File: src/rtl/vga_sync_gen.sv
// 640x480 VGA raster timing generator: free-running position counters with
// registered active-low syncs, visible-region flag, pixel coordinates and frame strobe.
module vga_sync_gen #(
    parameter int unsigned HPIXELS = 800,
    parameter int unsigned VLINES  = 521,
    parameter int unsigned HPULSE  = 96,
    parameter int unsigned VPULSE  = 2,
    parameter int unsigned HBP     = 144,
    parameter int unsigned HFP     = 784,
    parameter int unsigned VBP     = 31,
    parameter int unsigned VFP     = 511
) (
    input  logic       dclk,
    input  logic       clr,
    output logic       hsync,
    output logic       vsync,
    output logic       active,
    output logic [9:0] x,
    output logic [9:0] y,
    output logic       frame_start
);

    localparam logic [9:0] HLast   = 10'(HPIXELS - 1);
    localparam logic [9:0] VLast   = 10'(VLINES - 1);
    localparam logic [9:0] HPulseW = 10'(HPULSE);
    localparam logic [9:0] VPulseW = 10'(VPULSE);
    localparam logic [9:0] HStart  = 10'(HBP);
    localparam logic [9:0] HEnd    = 10'(HFP);
    localparam logic [9:0] VStart  = 10'(VBP);
    localparam logic [9:0] VEnd    = 10'(VFP);

    logic [9:0] hc;
    logic [9:0] vc;

    logic       hsync_d;
    logic       vsync_d;
    logic       active_d;
    logic [9:0] x_d;
    logic [9:0] y_d;
    logic       frame_start_d;

    always_ff @(posedge dclk) begin
        if (clr) begin
            hc <= '0;
            vc <= '0;
        end else if (hc == HLast) begin
            hc <= '0;
            vc <= (vc == VLast) ? '0 : vc + 10'd1;
        end else begin
            hc <= hc + 10'd1;
        end
    end

    // Decode the current count; the registers below add one clock of latency.
    always_comb begin
        hsync_d       = ~(hc < HPulseW);
        vsync_d       = ~(vc < VPulseW);
        active_d      = (hc >= HStart) && (hc < HEnd) && (vc >= VStart) && (vc < VEnd);
        x_d           = '0;
        y_d           = '0;
        if (active_d) begin
            x_d = hc - HStart;
            y_d = vc - VStart;
        end
        frame_start_d = (hc == '0) && (vc == '0);
    end

    always_ff @(posedge dclk) begin
        if (clr) begin
            hsync       <= 1'b1;
            vsync       <= 1'b1;
            active      <= 1'b0;
            x           <= '0;
            y           <= '0;
            frame_start <= 1'b0;
        end else begin
            hsync       <= hsync_d;
            vsync       <= vsync_d;
            active      <= active_d;
            x           <= x_d;
            y           <= y_d;
            frame_start <= frame_start_d;
        end
    end

endmodule

File: config.mk
export PLATFORM = sky130hd
export DESIGN_NAME = vga_sync_gen
export DESIGN_NICKNAME = d
export VERILOG_FILES = /design/src/rtl/vga_sync_gen.sv
export SDC_FILE = /design/constraint.sdc
export NUM_CORES = 1
export LEC_CHECK = 0
export CORE_MARGIN = 2
export CORE_UTILIZATION = 45
export DETAILED_ROUTE_END_ITERATION = 8
export PLACE_DENSITY = 0.67
export SYNTH_ARGS = -nofsm -noshare
export SYNTH_HDL_FRONTEND = slang
export SYNTH_SLANG_ARGS = --single-unit
File: constraint.sdc
create_clock -name dclk -period 3.2 [get_ports dclk]
set_input_delay 0.48 -clock dclk [delete_from_list [all_inputs] [get_ports dclk]]
set_output_delay 0.48 -clock dclk [all_outputs]
set_load 0.02 [all_outputs]
==> results.toml, run 1 <==
[global_routing]
use_met1_pct = 23.2
grt_most_used_layer = "met2"
use_met3_pct = 4.76
global_route.usage.met2_pct = 23.2
number_of_antenna_violations_at_the_first_check_in_global_routing = 0
grt_start_max_net_pins = 20
number_of_global_route_vias_before_repair = 1363
grtUsageTotal_pct = 16.3
globalRoute.totalOverflow = 0
grt_pass1_wl_mm = 6.40

[drt]
detail-route-antenna-nets = 0
wl_per_cell_um = 12.9
totalWireLength_mm = 3.75
drc = 0
detailroute.via_count = 1572
post_drt_via_cell_ratio = 5.40
drt_pass1_iterations = 4
detailedRoute.firstIterationViolations = 99

[clock_network]
holdBufCountCts = 0
cts_setup_buffers = 0
tritoncts = "done"
ctsResizeCount = 0
cts_inserted_buffers = 5
clock-sinks = 44
cts_max_path_buffers = 2
clk-insertion-delay-late_ns = 0.30
clk_pin_slew_ns = 0.08
cts_root_buf = "sky130_fd_sc_hd__clkbuf_8"
cts_htree_levels = 2

[power]
p_leak_nw = 0.823
total_power_mw = 1.02
ir_worst_vdd_mv = 0.154
power-per-cell-area_nw_per_um2 = 443

[synth]
syn-cell-area_um2 = 1950
synth_async_sr_flop_share_pct = 0
synth.top_cell.area_share_pct = 45.1
cell_type_with_the_largest_total_area_after_synthesis = "sky130_fd_sc_hd__dfxtp_1"
yosys_register_bits = 44
syn-mean-instance-area_um2 = 8.71
syn_nets = 233
dominantRegCellSynth = "sky130_fd_sc_hd__dfxtp_1"
yosys_warnings = 0
yosys.cell_types.count = 38
number_of_synthesized_flops_with_an_enable_pin = 0
top_post_synthesis_cells_by_area = "sky130_fd_sc_hd__dfxtp_1 (45%), sky130_fd_sc_hd__xnor2_1 (6.3%), sky130_fd_sc_hd__nor3_1 (5.1%), sky130_fd_sc_hd__nor2_1 (4.6%), sky130_fd_sc_hd__ha_1 (4.5%)"
synth_seq_area_share_pct = 45.1
synthCells = 224

[floorplanning]
io_pins = 26
floorplan.rows = 23
die-height_um = 69.9
design.die.area_um2 = 4880
start_util_pct = 47.8
design.core.area_um2 = 4090
die_w_um = 69.9

[critical_path]
timing.critical_path.to_type = "flop"
critPathLaunchType = "flop"
critical_path_class = "flop to flop"
worst_ep_arrival_time_ns = 2.18
worstPathMaxFanout = 13
worstPathCellList = "or4_4, or4_4, a31oi_1, a311oi_1"
timing.critical_path.slowest_cell_delay_ns = 0.60
critical_path_required_ns = 3.35
timing.critical_path.mode_cell = "sky130_fd_sc_hd__or4_4"
critical_path.slowest_cell = "sky130_fd_sc_hd__or4_4"

[final_layout]
most-common-layout-cells = "sky130_fd_sc_hd__dfxtp_1 (44), sky130_fd_sc_hd__clkdlybuf4s50_1 (25), sky130_fd_sc_hd__nor2_1 (24)"
sequential_cell_area_um2 = 881
layout-drive-gt1-share_pct = 5.81
nNetsFinal = 249
filler_cell_count = 371
synthToLayoutAreaGrowth_pct = 18.5
multi_input_gate_area_in_the_final_layout_um2 = 942
final_design_area_no_fill_um2 = 2310
fin_cells = 291
mostFrequentLayoutCell = "sky130_fd_sc_hd__dfxtp_1"
antenna-diode-count = 0
layout.core_utilization_pct = 56.6

[sta]
setup_violations = 0
finalMaxSlewViolations = 0
finalClockSkew_ns = 0.00754
setup_slack_ns = 1.17
slew-limit-headroom_pct = 57.1
min_period_ns = 2.03
maxClockFrequency_ghz = 0.493
rsz0062_at_grt = "false"
final-hold-violation-count = 0
tightest_slew_ns = 0.641
fin_tns_setup_ns = 0
timing.final.crit_share_pct = 63.4
finalHoldWorstSlack_ns = 0.474

[placement]
port-buffer-count = 25
dp_cells = 283
detailed_place_hpwl_mm = 2.70
gp_congestion = 0.792
placedInstanceArea_um2 = 2190
preCtsSetupSlack_ns = 0.950

[worst_hold_path]
worstHoldPathType = "flop to flop"

[job]
cap_violations = 0

[status]
run_status = "finished clean"
flip-flops by register name, summed over array words and instances, names as in the netlist:
register	flops
vsync	1
frame_start	1
hsync	1
y	10
hc	10
active	1
vc	10
x	10
final timing paths:
path	from	end	slack [ns]	depth (start not counted)
setup / recovery	vc[5]	vc[2]	1.17	4
hold / removal	hc[0]	hc[0]	0.47	1
setup reg to reg	vc[5]	vc[2]	1.17	4
hold reg to reg	hc[0]	hc[0]	0.47	1
logic make-up (layout without fill, tap and decap cells):
kind of cell	count (synthesis)	in the layout	synth area share, %
simple gates	102	102	27.4
buf+inv	29	46	6.60
flops	44	44	45.1
compound gates	24	24	8.27
xor+xnor	18	18	8.08
fa+ha+maj	7	7	4.49
final cells by class:
type	instances	area share, %
clock inverters	2	1.68
well taps	50	2.70
repair buffers	27	11.5
flip-flops and latches	44	38.1
inverters	11	1.78
multi-input cells	151	40.7
clock buffers	6	3.57
cell usage after synthesis (all sizes together), types with 2 or more instances:
cell,number
inv,11
and4,2
o21ai,2
or3,5
xor2,4
nand2b,3
nand2,16
o32ai,2
a311oi,3
nor3b,3
clkbuf,11
xnor2,14
or4,4
nor2,24
nor4,2
buf,7
a211oi,2
nand3,9
nor3,20
a31oi,2
dfxtp,44
a21oi,9
nand4,8
ha,7
per-layer routing:
| layer | vias to the layer above | wire [um] |
|---|---|---|
| met1 | 701 | 1850 |
| met4 | 0 | 66 |
| met5 | - | 0 |
| met2 | 57 | 1580 |
| met3 | 6 | 260 |
| li1 | 808 | - |
critical path: cells and delay by family, from the launching register on:
kind,cells,cell delay (ns)
flip-flops,1,0.44
AND/OR/NAND/NOR,2,1.17
AO/OA/AOI/OAI,2,0.28
where the power goes:
group	switching, mW	internal, mW
registers	0.00465	0.553
clock network	0.184	0.255
logic	0.0159	0.0124
Power figures use the tool's default switching activity.
==> run 2: changes to the inputs <==
--- a/config.mk
+++ b/config.mk
@@ -8,7 +8,7 @@
 export CORE_MARGIN = 2
 export CORE_UTILIZATION = 45
 export DETAILED_ROUTE_END_ITERATION = 8
-export PLACE_DENSITY = 0.67
+export PLACE_DENSITY = 0.7
 export SYNTH_ARGS = -nofsm -noshare
 export SYNTH_HDL_FRONTEND = slang
 export SYNTH_SLANG_ARGS = --single-unit
==> constraint.sdc (replaced) <==
create_clock -name dclk -period 1.8 [get_ports dclk]
set_input_delay 0.27 -clock dclk [delete_from_list [all_inputs] [get_ports dclk]]
set_output_delay 0.27 -clock dclk [all_outputs]
set_load 0.02 [all_outputs]
==> run 2 against run 1 <==
  * Cell area rose by 13%
  * Clock power rose by 36%
  * Clock skew rose by 0.0024 ns
  * Power rose by 61%
  * Utilization rose by 7.2 points
  * First-iteration DRC count rose by 43%
  * Count of clock-buffer cells in the layout fell by 1
  * Sequential cell count did not move
  * Combinational power rose by 130%
  * Maximum frequency rose by 14%
  * Highest routed layer unchanged
==> results.toml, run 2 (synthesis results as in run 1) <==
[final_layout]
antenna-diode-count = 0
synthToLayoutAreaGrowth_pct = 33.6
layout-drive-gt1-share_pct = 23.3
final_design_area_no_fill_um2 = 2610
layout.core_utilization_pct = 63.8
nNetsFinal = 275
mostFrequentLayoutCell = "sky130_fd_sc_hd__dfxtp_1"
most-common-layout-cells = "sky130_fd_sc_hd__dfxtp_1 (40), sky130_fd_sc_hd__clkdlybuf4s50_1 (25), sky130_fd_sc_hd__nor2_1 (23), sky130_fd_sc_hd__buf_4 (23), sky130_fd_sc_hd__nand2_1 (16)"

[critical_path]
timing.critical_path.to_type = "flop"
critPathLaunchType = "flop"
critical_path_class = "flop to flop"
worstPathMaxFanout = 5
critical_path_required_ns = 1.98
regToRegSetupSlack_ns = 0.01
worst_ep_arrival_time_ns = 1.97

[sta]
min_period_ns = 1.79
setup_slack_ns = 0.0143
final-hold-violation-count = 0
maxClockFrequency_ghz = 0.560
rsz0062_at_grt = "true"
fin_tns_setup_ns = 0
timing.final.crit_share_pct = 99.2
slew-limit-headroom_pct = 72.3
tightest_slew_ns = 0.412
finalClockSkew_ns = 0.00995
finalMaxSlewViolations = 0
setup_violations = 0

[power]
power-per-cell-area_nw_per_um2 = 634
ir_worst_vdd_mv = 0.310
total_power_mw = 1.65
p_leak_nw = 0.970

[clock_network]
holdBufCountCts = 0
cts_max_path_buffers = 2
tritoncts = "done"
clk_pin_slew_ns = 0.09
cts_inserted_buffers = 5
clock-sinks = 44
cts_htree_levels = 2
clk-insertion-delay-late_ns = 0.30
cts_root_buf = "sky130_fd_sc_hd__clkbuf_8"

[global_routing]
number_of_global_route_vias_before_repair = 1498
grt_start_max_net_pins = 20
grtUsageTotal_pct = 17.7
grt_pass1_wl_mm = 7.04
number_of_antenna_violations_at_the_first_check_in_global_routing = 0
globalRoute.totalOverflow = 0

[drt]
totalWireLength_mm = 4.67
wl_per_cell_um = 14.8
drc = 0
post_drt_via_cell_ratio = 5.48
detailedRoute.firstIterationViolations = 142
drt_pass1_iterations = 4
detail-route-antenna-nets = 0
detailroute.via_count = 1731

[floorplanning]
design.core.area_um2 = 4090
io_pins = 26
die_w_um = 69.9
floorplan.rows = 23
start_util_pct = 47.8
die-height_um = 69.9
design.die.area_um2 = 4880

[status]
run_status = "finished clean"

[placement]
port-buffer-count = 25
placedInstanceArea_um2 = 2350
preCtsSetupSlack_ns = 0.0594
gp_congestion = 0.848
detailed_place_hpwl_mm = 3.06

[job]
cap_violations = 0

[worst_hold_path]
worstHoldPathType = "flop to flop"
-- run 2: cell types whose count changed in the layout (fill, tap and decap cells not counted), moves of 2 or more --
cell,before,now
sky130_fd_sc_hd__nor3_2,0,7
sky130_fd_sc_hd__ha_2,0,3
sky130_fd_sc_hd__ha_1,7,3
sky130_fd_sc_hd__dfxtp_2,0,4
sky130_fd_sc_hd__dfxtp_1,44,40
sky130_fd_sc_hd__inv_2,0,2
sky130_fd_sc_hd__buf_4,2,23
sky130_fd_sc_hd__nor3b_2,0,3
sky130_fd_sc_hd__nor3_1,20,13
sky130_fd_sc_hd__clkbuf_16,0,2
sky130_fd_sc_hd__inv_1,11,9
sky130_fd_sc_hd__nor3b_1,3,0
-- run 2: per-layer routing --
| layer | vias to the layer above | track usage, % | routed length (um) |
|---|---|---|---|
| met5 | - | 0 | 0 |
| met4 | 0 | 5.13 | 58 |
| met3 | 5 | 4.04 | 286 |
| met2 | 61 | 26.0 | 2120 |
| met1 | 807 | 25.7 | 2210 |
| li1 | 858 | - | - |
-- run 2: worst max-delay path, cell delays in order (launching register included) --
cell	delay, ns
sky130_fd_sc_hd__dfxtp_2	0.36
sky130_fd_sc_hd__inv_2	0.06
sky130_fd_sc_hd__ha_4	0.15
sky130_fd_sc_hd__nor4bb_1	0.13
sky130_fd_sc_hd__or4_1	0.49
sky130_fd_sc_hd__nand4_1	0.14
sky130_fd_sc_hd__buf_6	0.14
sky130_fd_sc_hd__clkbuf_16	0.15
sky130_fd_sc_hd__nor3b_2	0.04
-- run 2: area by class of cell --
class                   instances  area (um2)
repair buffers                 52         504
clock buffers                   5        68.8
multi-input cells             152        1030
well taps                      50        62.6
clock inverters                 2        12.5
flip-flops and latches         44         886
inverters                      11        41.3
fillers                       339        1480
-- run 2: stage by stage --
| step | hold slack [ns] | instances |
|---|---|---|
| 2_1_floorplan | 0.430 | 224 |
| 3_3_place_gp | 0.444 | 302 |
| 3_5_place_dp | 0.452 | 302 |
| 4_1_cts | 0.472 | 309 |
| 5_1_grt | 0.478 | 316 |
| 6_report | 0.451 | 316 |
-- run 2: where the power goes --
group / internal, mW / switching (mW)
clock: 0.263 / 0.332
combinational: 0.0305 / 0.0337
sequential: 0.984 / 0.00917
-- run 2: timing repair --
item                                    4_1_cts  5_1_grt
endpoints found under the setup margin        0       31
resized for setup                             0       24
buffers inserted                              0        4
-- run 2: worst paths after layout --
path,cells after the start,to,from
setup / recovery,8,y[1],hc[1]
hold / removal,1,x[4],hc[4]
setup reg to reg,8,y[1],hc[1]
hold reg to reg,1,x[4],hc[4]
==> run 3: changes to the inputs <==
--- a/config.mk
+++ b/config.mk
@@ -5,7 +5,6 @@
 export SDC_FILE = /design/constraint.sdc
 export NUM_CORES = 1
 export LEC_CHECK = 0
-export CORE_MARGIN = 2
 export CORE_UTILIZATION = 45
 export DETAILED_ROUTE_END_ITERATION = 8
 export PLACE_DENSITY = 0.7
==> run 3 against run 2 <==
  * Power up 2.5%
  * Critical path type unchanged
  * Global-route usage up 2.7 points
  * Non-clock buffer count down 1
  * Sequential share of layout area up 0.93 points
  * Count of clock-buffer cells in the layout up 2
  * Clock skew down 0.0043 ns
  * Sequential power about the same
  * Largest cell class unchanged
  * Sequential cell count unchanged
  * Cell area down 2.9%
==> results.toml, run 3 (synthesis results as in run 1) <==
[critical_path]
critPathLaunchType = "flop"
timing.critical_path.to_type = "flop"
critical_path.slowest_cell = "sky130_fd_sc_hd__dfxtp_1"
critical_path_required_ns = 1.98
critical_path_class = "flop to flop"
worst_ep_arrival_time_ns = 1.94
worstPathMaxFanout = 9
worstPathCellList = "ha_2, and4_1, or3_1, nand4_1, buf_6, clkbuf_16, nor3_1"
timing.critical_path.slowest_cell_delay_ns = 0.39

[floorplanning]
floorplan.rows = 23
design.die.area_um2 = 4600
die_w_um = 67.9
die-height_um = 67.9
design.core.area_um2 = 4090
io_pins = 26
start_util_pct = 47.8

[final_layout]
synthToLayoutAreaGrowth_pct = 29.7
antenna-diode-count = 0
nNetsFinal = 273
final_design_area_no_fill_um2 = 2530
mostFrequentLayoutCell = "sky130_fd_sc_hd__dfxtp_1"
filler_cell_count = 349
layout-drive-gt1-share_pct = 16.2
most-common-layout-cells = "sky130_fd_sc_hd__dfxtp_1 (42), sky130_fd_sc_hd__clkdlybuf4s50_1 (25), sky130_fd_sc_hd__nor2_1 (24)"
fin_cells = 315

[power]
p_leak_nw = 0.954
power_switching_share_pct = 21.9
cellInternalPower_mw = 1.32
power-per-cell-area_nw_per_um2 = 669
clkPwrFrac_pct = 37.9
power_frac_comb_pct = 3.5
ir_worst_vdd_mv = 0.346
p_sw_mw = 0.371
pwr-share-seq_pct = 58.6

[placement]
detailed_place_hpwl_mm = 3.00
gp_congestion = 0.869
placedInstanceArea_um2 = 2340
port-buffer-count = 25
dp_cells = 300

[sta]
min_period_ns = 1.76
tightest_slew_ns = 0.334
rsz0062_at_grt = "true"
slew-limit-headroom_pct = 77.6
finalClockSkew_ns = 0.00563
final-hold-violation-count = 0
finalHoldWorstSlack_ns = 0.496
setup_violations = 0
finalMaxSlewViolations = 0
timing.final.crit_share_pct = 98.0
maxClockFrequency_ghz = 0.567

[global_routing]
grt_start_max_net_pins = 20
grt_pass1_wl_mm = 6.84
number_of_global_route_vias_before_repair = 1430
number_of_antenna_violations_at_the_first_check_in_global_routing = 0
globalRoute.totalOverflow = 0
grtUsageTotal_pct = 20.4

[worst_hold_path]
worstHoldPathType = "flop to flop"

[drt]
drt_pass1_iterations = 4
detailroute.via_count = 1683
detailedRoute.firstIterationViolations = 126
detail-route-antenna-nets = 0
totalWireLength_mm = 4.45
drc = 0
wl_per_cell_um = 14.1
post_drt_via_cell_ratio = 5.34

[clock_network]
tritoncts = "done"
cts_root_buf = "sky130_fd_sc_hd__clkbuf_8"
clk-insertion-delay-late_ns = 0.29
cts_htree_levels = 2
cts_max_path_buffers = 2
clk_pin_slew_ns = 0.08
clock-sinks = 44
holdBufCountCts = 0
cts_inserted_buffers = 5

[job]
cap_violations = 0

[status]
run_status = "finished clean"
==> run 3: metal layers <==
metal,GRT usage [%],share of wire (%)
met1,27.7,48
met4,7.03,1.0
met5,0,0
met2,31.2,46
met3,5.00,4.5
==> run 3: path summary, 6_finish.rpt <==
kind / slack [ns] / from / end / depth (start not counted)
worst min-delay path: 0.50 / hc[1] / x[1] / 2
worst min register to register: 0.50 / hc[1] / x[1] / 2
worst max-delay path: 0.04 / vc[0] / y[0] / 7
worst max register to register: 0.04 / vc[0] / y[0] / 7
==> run 3: power by group through the flow <==
stage / clock network [mW] / logic [mW] / registers [mW]
after floorplan: 0 / 0.0276 / 1.02
after global placement: 0 / 0.0518 / 1.01
after CTS: 0.651 / 0.0522 / 0.992
after global routing: 0.700 / 0.0649 / 0.994
final: 0.642 / 0.0589 / 0.993
after detailed placement: 0 / 0.0518 / 1.01
==> run 3: cell type report <==
type	count	area [um2]	share of cell area [%]
Clock inverter	1	7.51	0.297
Timing Repair Buffer	51	497	19.6
Sequential cell	44	883	34.9
Multi-Input combinational cell	151	953	37.7
Tap cell	50	62.6	2.47
Inverter	11	41.3	1.63
Clock buffer	7	86.3	3.41
==> run 3: critical path: cells and delay by family, from the launching register on <==
family | cells | cell delay [ns]
fa+ha+maj | 1 | 0.22
buf+inv | 2 | 0.29
simple gates | 4 | 0.75
flops | 1 | 0.39
==> run 3: repair_timing <==
item                       4_1_cts  5_1_grt
setup buffers                    0        5
hold endpoints to repair         0        0
setup endpoints to repair        0       24
resized for setup                0        5
==> run 3: metrics by stage <==
step / TNS [ns] / total power, mW / setup slack [ns] / utilization [%]
5_1_grt: -0.487 / 1.76 / -0.0303 / 61.9
4_1_cts: 0 / 1.69 / 0.0523 / 59.5
3_5_place_dp: 0 / 1.07 / 0.0613 / 57.2
6_report: 0 / 1.69 / 0.0360 / 61.9
2_1_floorplan: -0.000333 / 1.05 / -0.000333 / -
3_3_place_gp: 0 / 1.06 / 0.102 / 57.2
